<file path="src/rtl/iot_sensor_pkg.sv">
// Shared definitions for the IoT sensor controller's SPI motion-sensor path:
// register addresses, the SPI command byte layout and the WHO_AM_I identity value.
package iot_sensor_pkg;

    localparam logic [7:0] SPI_WHO_AM_I  = 8'h42;

    localparam logic [6:0] ADDR_WHO_AM_I = 7'h0F;
    localparam logic [6:0] ADDR_CTRL     = 7'h20;
    localparam logic [6:0] ADDR_SCRATCH  = 7'h21;
    localparam logic [6:0] ADDR_STATUS   = 7'h27;
    localparam logic [6:0] ADDR_OUT_X_L  = 7'h28;
    localparam logic [6:0] ADDR_OUT_X_H  = 7'h29;
    localparam logic [6:0] ADDR_OUT_Y_L  = 7'h2A;
    localparam logic [6:0] ADDR_OUT_Y_H  = 7'h2B;
    localparam logic [6:0] ADDR_OUT_Z_L  = 7'h2C;
    localparam logic [6:0] ADDR_OUT_Z_H  = 7'h2D;

    // Command byte as received on MOSI: bit 7 = read, bits 6:0 = address.
    typedef struct packed {
        logic       rd;
        logic [6:0] addr;
    } spi_cmd_t;

    // Only CTRL and SCRATCH accept writes; everything else drops them silently.
    function automatic logic is_writable(logic [6:0] addr);
        return (addr == ADDR_CTRL) || (addr == ADDR_SCRATCH);
    endfunction

endpackage

</file>
<file path="src/rtl/motion_spi_regfile.sv">
// Register file of the motion-sensor SPI responder: address decode, read mux,
// write commit, acceleration shadow copy and STATUS latch.
// Ports:
//   spi_clk, rst_n      rising-edge clock and synchronous active-low reset
//   rd_addr_i/rd_data_o combinational read port
//   wr_en_i/wr_addr_i/wr_data_i  write request (dropped for read-only/unmapped)
//   snap_i              capture live accel/sample_valid into shadow/STATUS
//   accel_*_i, sample_valid_i    live sensor inputs
//   ctrl_reg_o          CTRL register; wr_strobe_o pulses on committed writes
module motion_spi_regfile
    import iot_sensor_pkg::*;
#(
    parameter logic [7:0] WHO_AM_I_VAL = SPI_WHO_AM_I
) (
    input  logic        spi_clk,
    input  logic        rst_n,
    input  logic [6:0]  rd_addr_i,
    output logic [7:0]  rd_data_o,
    input  logic        wr_en_i,
    input  logic [6:0]  wr_addr_i,
    input  logic [7:0]  wr_data_i,
    input  logic        snap_i,
    input  logic [15:0] accel_x_i,
    input  logic [15:0] accel_y_i,
    input  logic [15:0] accel_z_i,
    input  logic        sample_valid_i,
    output logic [7:0]  ctrl_reg_o,
    output logic        wr_strobe_o
);

    logic [7:0]  ctrl_q, ctrl_d;
    logic [7:0]  scratch_q, scratch_d;
    logic [47:0] shadow_q, shadow_d;
    logic        status_q, status_d;
    logic        wr_strobe_q, wr_strobe_d;

    logic        wr_ok;
    logic [47:0] snap_src;
    logic        status_src;

    always_comb begin
        wr_ok       = wr_en_i && is_writable(wr_addr_i);
        ctrl_d      = ctrl_q;
        scratch_d   = scratch_q;
        if (wr_ok && (wr_addr_i == ADDR_CTRL))    ctrl_d    = wr_data_i;
        if (wr_ok && (wr_addr_i == ADDR_SCRATCH)) scratch_d = wr_data_i;
        wr_strobe_d = wr_ok;

        shadow_d    = snap_i ? {accel_z_i, accel_y_i, accel_x_i} : shadow_q;
        status_d    = snap_i ? sample_valid_i : status_q;

        // The first read byte loads on the same edge that takes the snapshot,
        // so bypass the shadow then to keep the burst coherent.
        snap_src    = snap_i ? {accel_z_i, accel_y_i, accel_x_i} : shadow_q;
        status_src  = snap_i ? sample_valid_i : status_q;

        case (rd_addr_i)
            ADDR_WHO_AM_I: rd_data_o = WHO_AM_I_VAL;
            ADDR_CTRL:     rd_data_o = ctrl_q;
            ADDR_SCRATCH:  rd_data_o = scratch_q;
            ADDR_STATUS:   rd_data_o = {7'd0, status_src};
            ADDR_OUT_X_L:  rd_data_o = snap_src[7:0];
            ADDR_OUT_X_H:  rd_data_o = snap_src[15:8];
            ADDR_OUT_Y_L:  rd_data_o = snap_src[23:16];
            ADDR_OUT_Y_H:  rd_data_o = snap_src[31:24];
            ADDR_OUT_Z_L:  rd_data_o = snap_src[39:32];
            ADDR_OUT_Z_H:  rd_data_o = snap_src[47:40];
            default:       rd_data_o = 8'h00;
        endcase
    end

    always_ff @(posedge spi_clk) begin
        if (!rst_n) begin
            ctrl_q      <= 8'h00;
            scratch_q   <= 8'h00;
            shadow_q    <= 48'd0;
            status_q    <= 1'b0;
            wr_strobe_q <= 1'b0;
        end else begin
            ctrl_q      <= ctrl_d;
            scratch_q   <= scratch_d;
            shadow_q    <= shadow_d;
            status_q    <= status_d;
            wr_strobe_q <= wr_strobe_d;
        end
    end

    assign ctrl_reg_o  = ctrl_q;
    assign wr_strobe_o = wr_strobe_q;

endmodule

</file>
<file path="src/rtl/motion_sensor_spi_slave.sv">
// SPI mode-0 responder modelling the motion sensor on the controller's SPI link.
// Byte 0 of a frame is the command (bit 7 read, bits 6:0 address); further bytes
// are data. Holds the shifters, bit counter, abort flag and MISO register.
// Build option: MOTION_SPI_AUTOINC_EN enables address auto-increment in bursts.
// Ports:
//   spi_clk, rst_n       SCLK (both edges used), synchronous active-low reset
//   spi_cs               active-low select; high asynchronously clears frame state
//   spi_mosi, spi_miso   serial data in (rising edge) / out (falling edge)
//   accel_x/y/z, sample_valid  live sensor inputs
//   ctrl_reg, wr_strobe  CTRL register value and committed-write pulse
module motion_sensor_spi_slave
    import iot_sensor_pkg::*;
#(
    parameter logic [7:0] WHO_AM_I_VAL = SPI_WHO_AM_I
) (
    input  logic        spi_clk,
    input  logic        rst_n,
    input  logic        spi_cs,
    input  logic        spi_mosi,
    output logic        spi_miso,
    input  logic [15:0] accel_x,
    input  logic [15:0] accel_y,
    input  logic [15:0] accel_z,
    input  logic        sample_valid,
    output logic [7:0]  ctrl_reg,
    output logic        wr_strobe
);

    logic [3:0] bit_cnt_q, bit_cnt_d;
    logic [6:0] rx_q, rx_d;
    logic [7:0] tx_q, tx_d;
    spi_cmd_t   cmd_q, cmd_d;
    logic       abort_q;
    logic       miso_q, miso_d;

    logic       cmd_edge;
    logic       byte_edge;
    logic [7:0] rx_byte;
    logic [6:0] next_addr;
    logic [6:0] rd_addr;
    logic [7:0] rd_data;
    logic       snap;
    logic       wr_en;

    always_comb begin
        // bit_cnt_q is the number of rising edges already seen in this frame;
        // it parks in 8..15 for data bytes. Both are 0 while spi_cs is high.
        cmd_edge  = (bit_cnt_q == 4'd7);
        byte_edge = (bit_cnt_q == 4'd15);
        rx_byte   = {rx_q, spi_mosi};

`ifdef MOTION_SPI_AUTOINC_EN
        next_addr = cmd_q.addr + 7'd1;
`else
        next_addr = cmd_q.addr;
`endif

        snap      = !abort_q && cmd_edge;
        wr_en     = !abort_q && byte_edge && !cmd_q.rd;
        rd_addr   = cmd_edge ? rx_byte[6:0] : next_addr;

        bit_cnt_d = byte_edge ? 4'd8 : bit_cnt_q + 4'd1;
        rx_d      = rx_byte[6:0];
        cmd_d     = cmd_q;
        if (cmd_edge)  cmd_d      = spi_cmd_t'(rx_byte);
        if (byte_edge) cmd_d.addr = next_addr;

        tx_d      = {tx_q[6:0], 1'b0};
        if ((cmd_edge && rx_byte[7]) || (byte_edge && cmd_q.rd)) tx_d = rd_data;

        miso_d    = abort_q ? 1'b0 : tx_q[7];
    end

    // Frame state: spi_cs high clears everything including the abort flag; a
    // reset inside a frame aborts it until the next deselect.
    always_ff @(posedge spi_clk or posedge spi_cs) begin
        if (spi_cs) begin
            bit_cnt_q <= 4'd0;
            rx_q      <= 7'd0;
            tx_q      <= 8'd0;
            cmd_q     <= '0;
            abort_q   <= 1'b0;
        end else if (!rst_n) begin
            bit_cnt_q <= 4'd0;
            rx_q      <= 7'd0;
            tx_q      <= 8'd0;
            cmd_q     <= '0;
            abort_q   <= 1'b1;
        end else if (!abort_q) begin
            bit_cnt_q <= bit_cnt_d;
            rx_q      <= rx_d;
            tx_q      <= tx_d;
            cmd_q     <= cmd_d;
        end
    end

    always_ff @(negedge spi_clk or posedge spi_cs) begin
        if (spi_cs) begin
            miso_q <= 1'b0;
        end else begin
            miso_q <= miso_d;
        end
    end

    assign spi_miso = miso_q;

    motion_spi_regfile #(
        .WHO_AM_I_VAL(WHO_AM_I_VAL)
    ) u_regfile (
        .spi_clk        (spi_clk),
        .rst_n          (rst_n),
        .rd_addr_i      (rd_addr),
        .rd_data_o      (rd_data),
        .wr_en_i        (wr_en),
        .wr_addr_i      (cmd_q.addr),
        .wr_data_i      (rx_byte),
        .snap_i         (snap),
        .accel_x_i      (accel_x),
        .accel_y_i      (accel_y),
        .accel_z_i      (accel_z),
        .sample_valid_i (sample_valid),
        .ctrl_reg_o     (ctrl_reg),
        .wr_strobe_o    (wr_strobe)
    );

endmodule

</file>
<file path="config.mk">
export PLATFORM = sky130hd
export DESIGN_NAME = motion_sensor_spi_slave
export DESIGN_NICKNAME = d
export VERILOG_FILES = /design/src/rtl/iot_sensor_pkg.sv /design/src/rtl/motion_spi_regfile.sv /design/src/rtl/motion_sensor_spi_slave.sv
export SDC_FILE = /design/constraint.sdc
export NUM_CORES = 1
export LEC_CHECK = 0
export ABC_AREA = 1
export CAP_MARGIN = 10
export CORE_MARGIN = 1
export CORE_UTILIZATION = 63
export DETAILED_ROUTE_END_ITERATION = 6
export DONT_BUFFER_PORTS = 1
export HOLD_SLACK_MARGIN = 0.08
export PLACE_DENSITY = 0.79
export SYNTH_ARGS = -nofsm -noshare
export SYNTH_HDL_FRONTEND = slang
export SYNTH_SLANG_ARGS = --single-unit
</file>
<file path="constraint.sdc">
create_clock -name spi_clk -period 2.3 [get_ports spi_clk]
set_clock_uncertainty 0.1 [all_clocks]
set_input_delay 0.345 -clock spi_clk [delete_from_list [all_inputs] [get_ports spi_clk]]
set_output_delay 0.345 -clock spi_clk [all_outputs]
set_load 0.01 [all_outputs]
</file>
* Word level (Yosys, flattened, before mapping)
Index checks and enable logic that the tools add are counted.
Cells by class: add/subtract/negate cells 1, eq/ne operators 17, muxes and demuxes 17, reductions and logical operators 14
Operators by type and width (count):
- 8-bit one-hot mux with 10 select lines | 1
- 7-bit by 6-bit == test with 1-bit output (second input constant) | 11
- 48-bit two-way mux | 1
- 8-bit two-way mux | 6
- 7-bit two-way mux | 4
- 4-bit two-way mux | 3
- 1-bit logical AND | 8
- 7-bit by 4-bit == test with 1-bit output (second input constant) | 1
- 4-bit by 1-bit adder with 4-bit output (second input constant) | 1
- 4-bit by 3-bit == test with 1-bit output (second input constant) | 1
- 4-bit == test (second input constant) | 1
- 2-bit != test (second input constant) | 2
- 3-bit AND reduction | 1
- 1-bit logical NOT | 2
- 1-bit logical OR | 2
- 1-bit two-way mux | 2
- 2-bit by 1-bit != test with 1-bit output (second input constant) | 1
- 2-bit AND reduction | 1
Word-level totals: flip-flop bits (word level) 95, input port bits 53, output and inout port bits 10

* Depth between registers and ports, before layout
word-level depth 7, mapped depth 16, gate-level depth less buffers 15

* Modules after synthesis
A second synthesis with hierarchy kept.
Second synthesis, totals: cells, all modules 689, area total of the unflattened synthesis 4774.6 µm²
Modules (own cells, without submodules):
- motion_spi_regfile | times used 1, cells an instance 521, area an instance 3355.7 µm²
- motion_sensor_spi_slave | times used 1, cells an instance 168, area an instance 1418.9 µm²

==> metrics <==
outcome finished with violations; violated checks setup timing; Initial Util 66.56%; HP Start accel_y[13]; CORE AREA 0.006944 mm^2; Layout Cell Area excl Fill around 0.0055 mm^2; maximum VDD drop 0.4305 mV; Die H 87.65 um; syn nets 696; Critical Path Fanout Max 1; CP Launch Point spi_miso; synthesis-stage register bit count 95; worst-skew pair later-pin latency approximately 370 ps; gr ovfl total 0; flop2flop setup slack 0 ps; Slew headroom 54.72%; Worst Path Required around 1900 ps; Leak 2.544 nW; top-count cell post-synth nand2_1; pin count of the biggest net entering global routing 65; # nets final approximately 730; kind of critical path flip-flop to output port; Area contributors post-synth dfxtp_1 (29%), dfrtp_1 (15%), nand2_1 (14%); Final setup viols 1; Post-synth top flop dfxtp_1; Detailed Place HPWL 8119 um; Syn-to-layout area delta 18.16%; RePlAce Congestion 0.9668; Die Width 87.65 um; I/O Pins 63; fin. max-slew vios 0; FF-to-FF End tx_q[4]; Root Buffer clkbuf_8; antenna cells 0; Synth Cell Area 0.004622 mm^2; Syn. warnings 0; DR WL/cell 15.62 um; buffers added on ports 0; Num CTS Buffers 9; hold-critical path depth 2; worst r2r src bit_cnt_q[1]; sequential share of the synthesized area between 40 and 50%; fin cells 775; Clock Sinks 95; Longest Clk Path Bufs 2; type of origin of the critical path flip-flop; first-pass GRT wire length between 15000 and 20000 um; Initial DRT Pass Iterations 5; Clk pin slew, worst setup/hold paths approximately 90 ps; antenna violation net count after detailed routing 0; CTS tree yes; area leader, netlist dfxtp_1; # DRC 0; Post-synth top cells nand2_1 (177), inv_1 (79), nor2_1 (79); unrepaired setup endpoints after global routing true; Slew @ Worst Pin 679.2 ps; total global-route track usage 30.07%; Tot Pwr between 2 and 3 mW; vias per cell 5.437; cell count after synthesis 642; placed inst area ~0.0047 mm^2; post-synth top area share 28.59%; final hold vios 0; die footprint around 0.0077 mm^2; Crit. End Element output port; Iter 0 DRT Violations 282; Hold EP u_regfile.shadow_q[29]; PD cells 513.4 mW/mm^2; placed instance count a little over 700; Max-cap violations 0; # H-tree levels 3; layout cell share with drive strength beyond 1 18.41%; Worst EP arrival 1970 ps; # rows 30; vias 4214; Reg2Reg Depth 16; Mean Syn Cell Area 7.199 um^2; initial antenna violation count 0; Min Hold Slack 86.31 ps; Fill cells 491; final wirelength 12100 um; Final WS setup -113.8 ps; Post-synth EDFFs 0; worst hold-check path type primary input to flip-flop; number of global-route vias before repair about 3700; share of synthesized registers carrying an async set or reset between 30% and 40%; count of cell types in the netlist 36
-- cell type report --
cell class	instances	area [um^2]	area share (%)
clock buffer	9	123.9	2.268
clock inverter	7	60.06	1.100
inverter	82	316.6	5.796
multi-input combinational	442	2338	42.82
sequential	95	2047	37.48
tap	96	120.1	2.199
timing repair buffer	44	455.4	8.339
-- layout by cell type (no fill, tap or decap), types with 4 or more instances in the layout --
cell type | netlist | final
nor2_4 | 5 | 6
clkbuf_8 | 0 | 9
o22ai_1 | 7 | 7
o21ai_0 | 37 | 30
dlygate4sd3_1 | 0 | 20
o21ai_2 | 0 | 4
nand2_2 | 12 | 13
dfrtp_1 | 28 | 28
buf_6 | 2 | 4
inv_6 | 0 | 4
o21a_1 | 15 | 15
o21ai_1 | 3 | 6
a211oi_1 | 13 | 13
nor3_1 | 4 | 4
nor2_1 | 79 | 76
inv_1 | 79 | 69
nand2_1 | 177 | 163
a21oi_1 | 18 | 18
or2_2 | 19 | 18
buf_4 | 3 | 16
mux2i_1 | 5 | 4
nand4_1 | 8 | 8
dfxtp_1 | 66 | 66
nand3_1 | 24 | 16
nand3_2 | 2 | 8
nand2_4 | 1 | 14
inv_2 | 2 | 10
-- worst register-to-register path, stage by stage, from the launching register on --
cell,delay (ps)
dfrtp_1,370
ha_2,200
nand2_2,80
nor2_4,290
nand2_2,120
nand2_4,130
nand2_4,100
nor2_8,170
buf_6,140
nand3_1,60
o21ai_1,80
nor2_1,70
nand2_1,100
nand2_1,70
nand2_1,60
nand2_1,50
nand2_1,50
-- report_power, final --
group / internal (mW) / switching [mW] / total, mW
registers: 1.66 / 0.00637 / 1.66
clock network: 0.417 / 0.640 / 1.06
logic: 0.0309 / 0.0546 / 0.0854
-- through the flow --
step | TNS, ps | setup slack (ps) | utilization [%]
detailed placement | -287.8 | -150.0 | 67.89
global placement | -73.04 | -73.04 | 67.89
floorplan | 0 | 184.6 | -
finish | -113.8 | -113.8 | 78.65
global route | -1122 | -146.6 | 78.65
CTS | -115.6 | -115.6 | 73.57
-- logic make-up (layout without fill, tap and decap cells) --
family,after synthesis,in the layout,synth area share (%)
XOR/XNOR,1,1,0.1895
AND/OR/NAND/NOR,336,336,32.02
multiplexers,5,5,1.083
buffers and inverters,105,142,9.258
adder cells (fa/ha/maj),1,1,0.2707
AO/OA/AOI/OAI,99,99,12.89
flip-flops,95,95,44.29
-- per-layer routing --
layer | global-route usage [%] | up-vias | part of all wire (%)
li1 | - | 2095 | -
met3 | 4.713 | 25 | 5.7
met2 | 48.51 | 158 | 48
met4 | 11.03 | 0 | 2.6
met5 | 0 | - | 0
met1 | 41.16 | 1936 | 43
-- flip-flops by register name, summed over array words and instances (netlist names) --
name and cells:
u_regfile.shadow_q 48, next_addr 7, bit_cnt_q 4, u_regfile.scratch_q 8, cmd_q 1, rx_q 7, u_regfile.ctrl_reg_o 8, tx_q 8
u_regfile.wr_strobe_o 1, u_regfile.status_q 1, spi_miso 1, abort_q 1
-- worst max path at each step --
stage,depth (start not counted),endpoint
floorplan,1,spi_miso
global placement,15,tx_q[6]
detailed placement,15,tx_q[6]
CTS,0,spi_miso
global route,16,tx_q[4]
finish,0,spi_miso
-- repair_timing --
action                                 CTS  global route
gates resized for setup                  3            67
pin swaps                                2            42
buffers inserted                         1            11
hold buffers                            19             1
cloned                                   0             3
setup endpoints to repair                8            18
endpoints found under the hold margin   63             1
No activity file was read; power rests on OpenSTA's default activity.
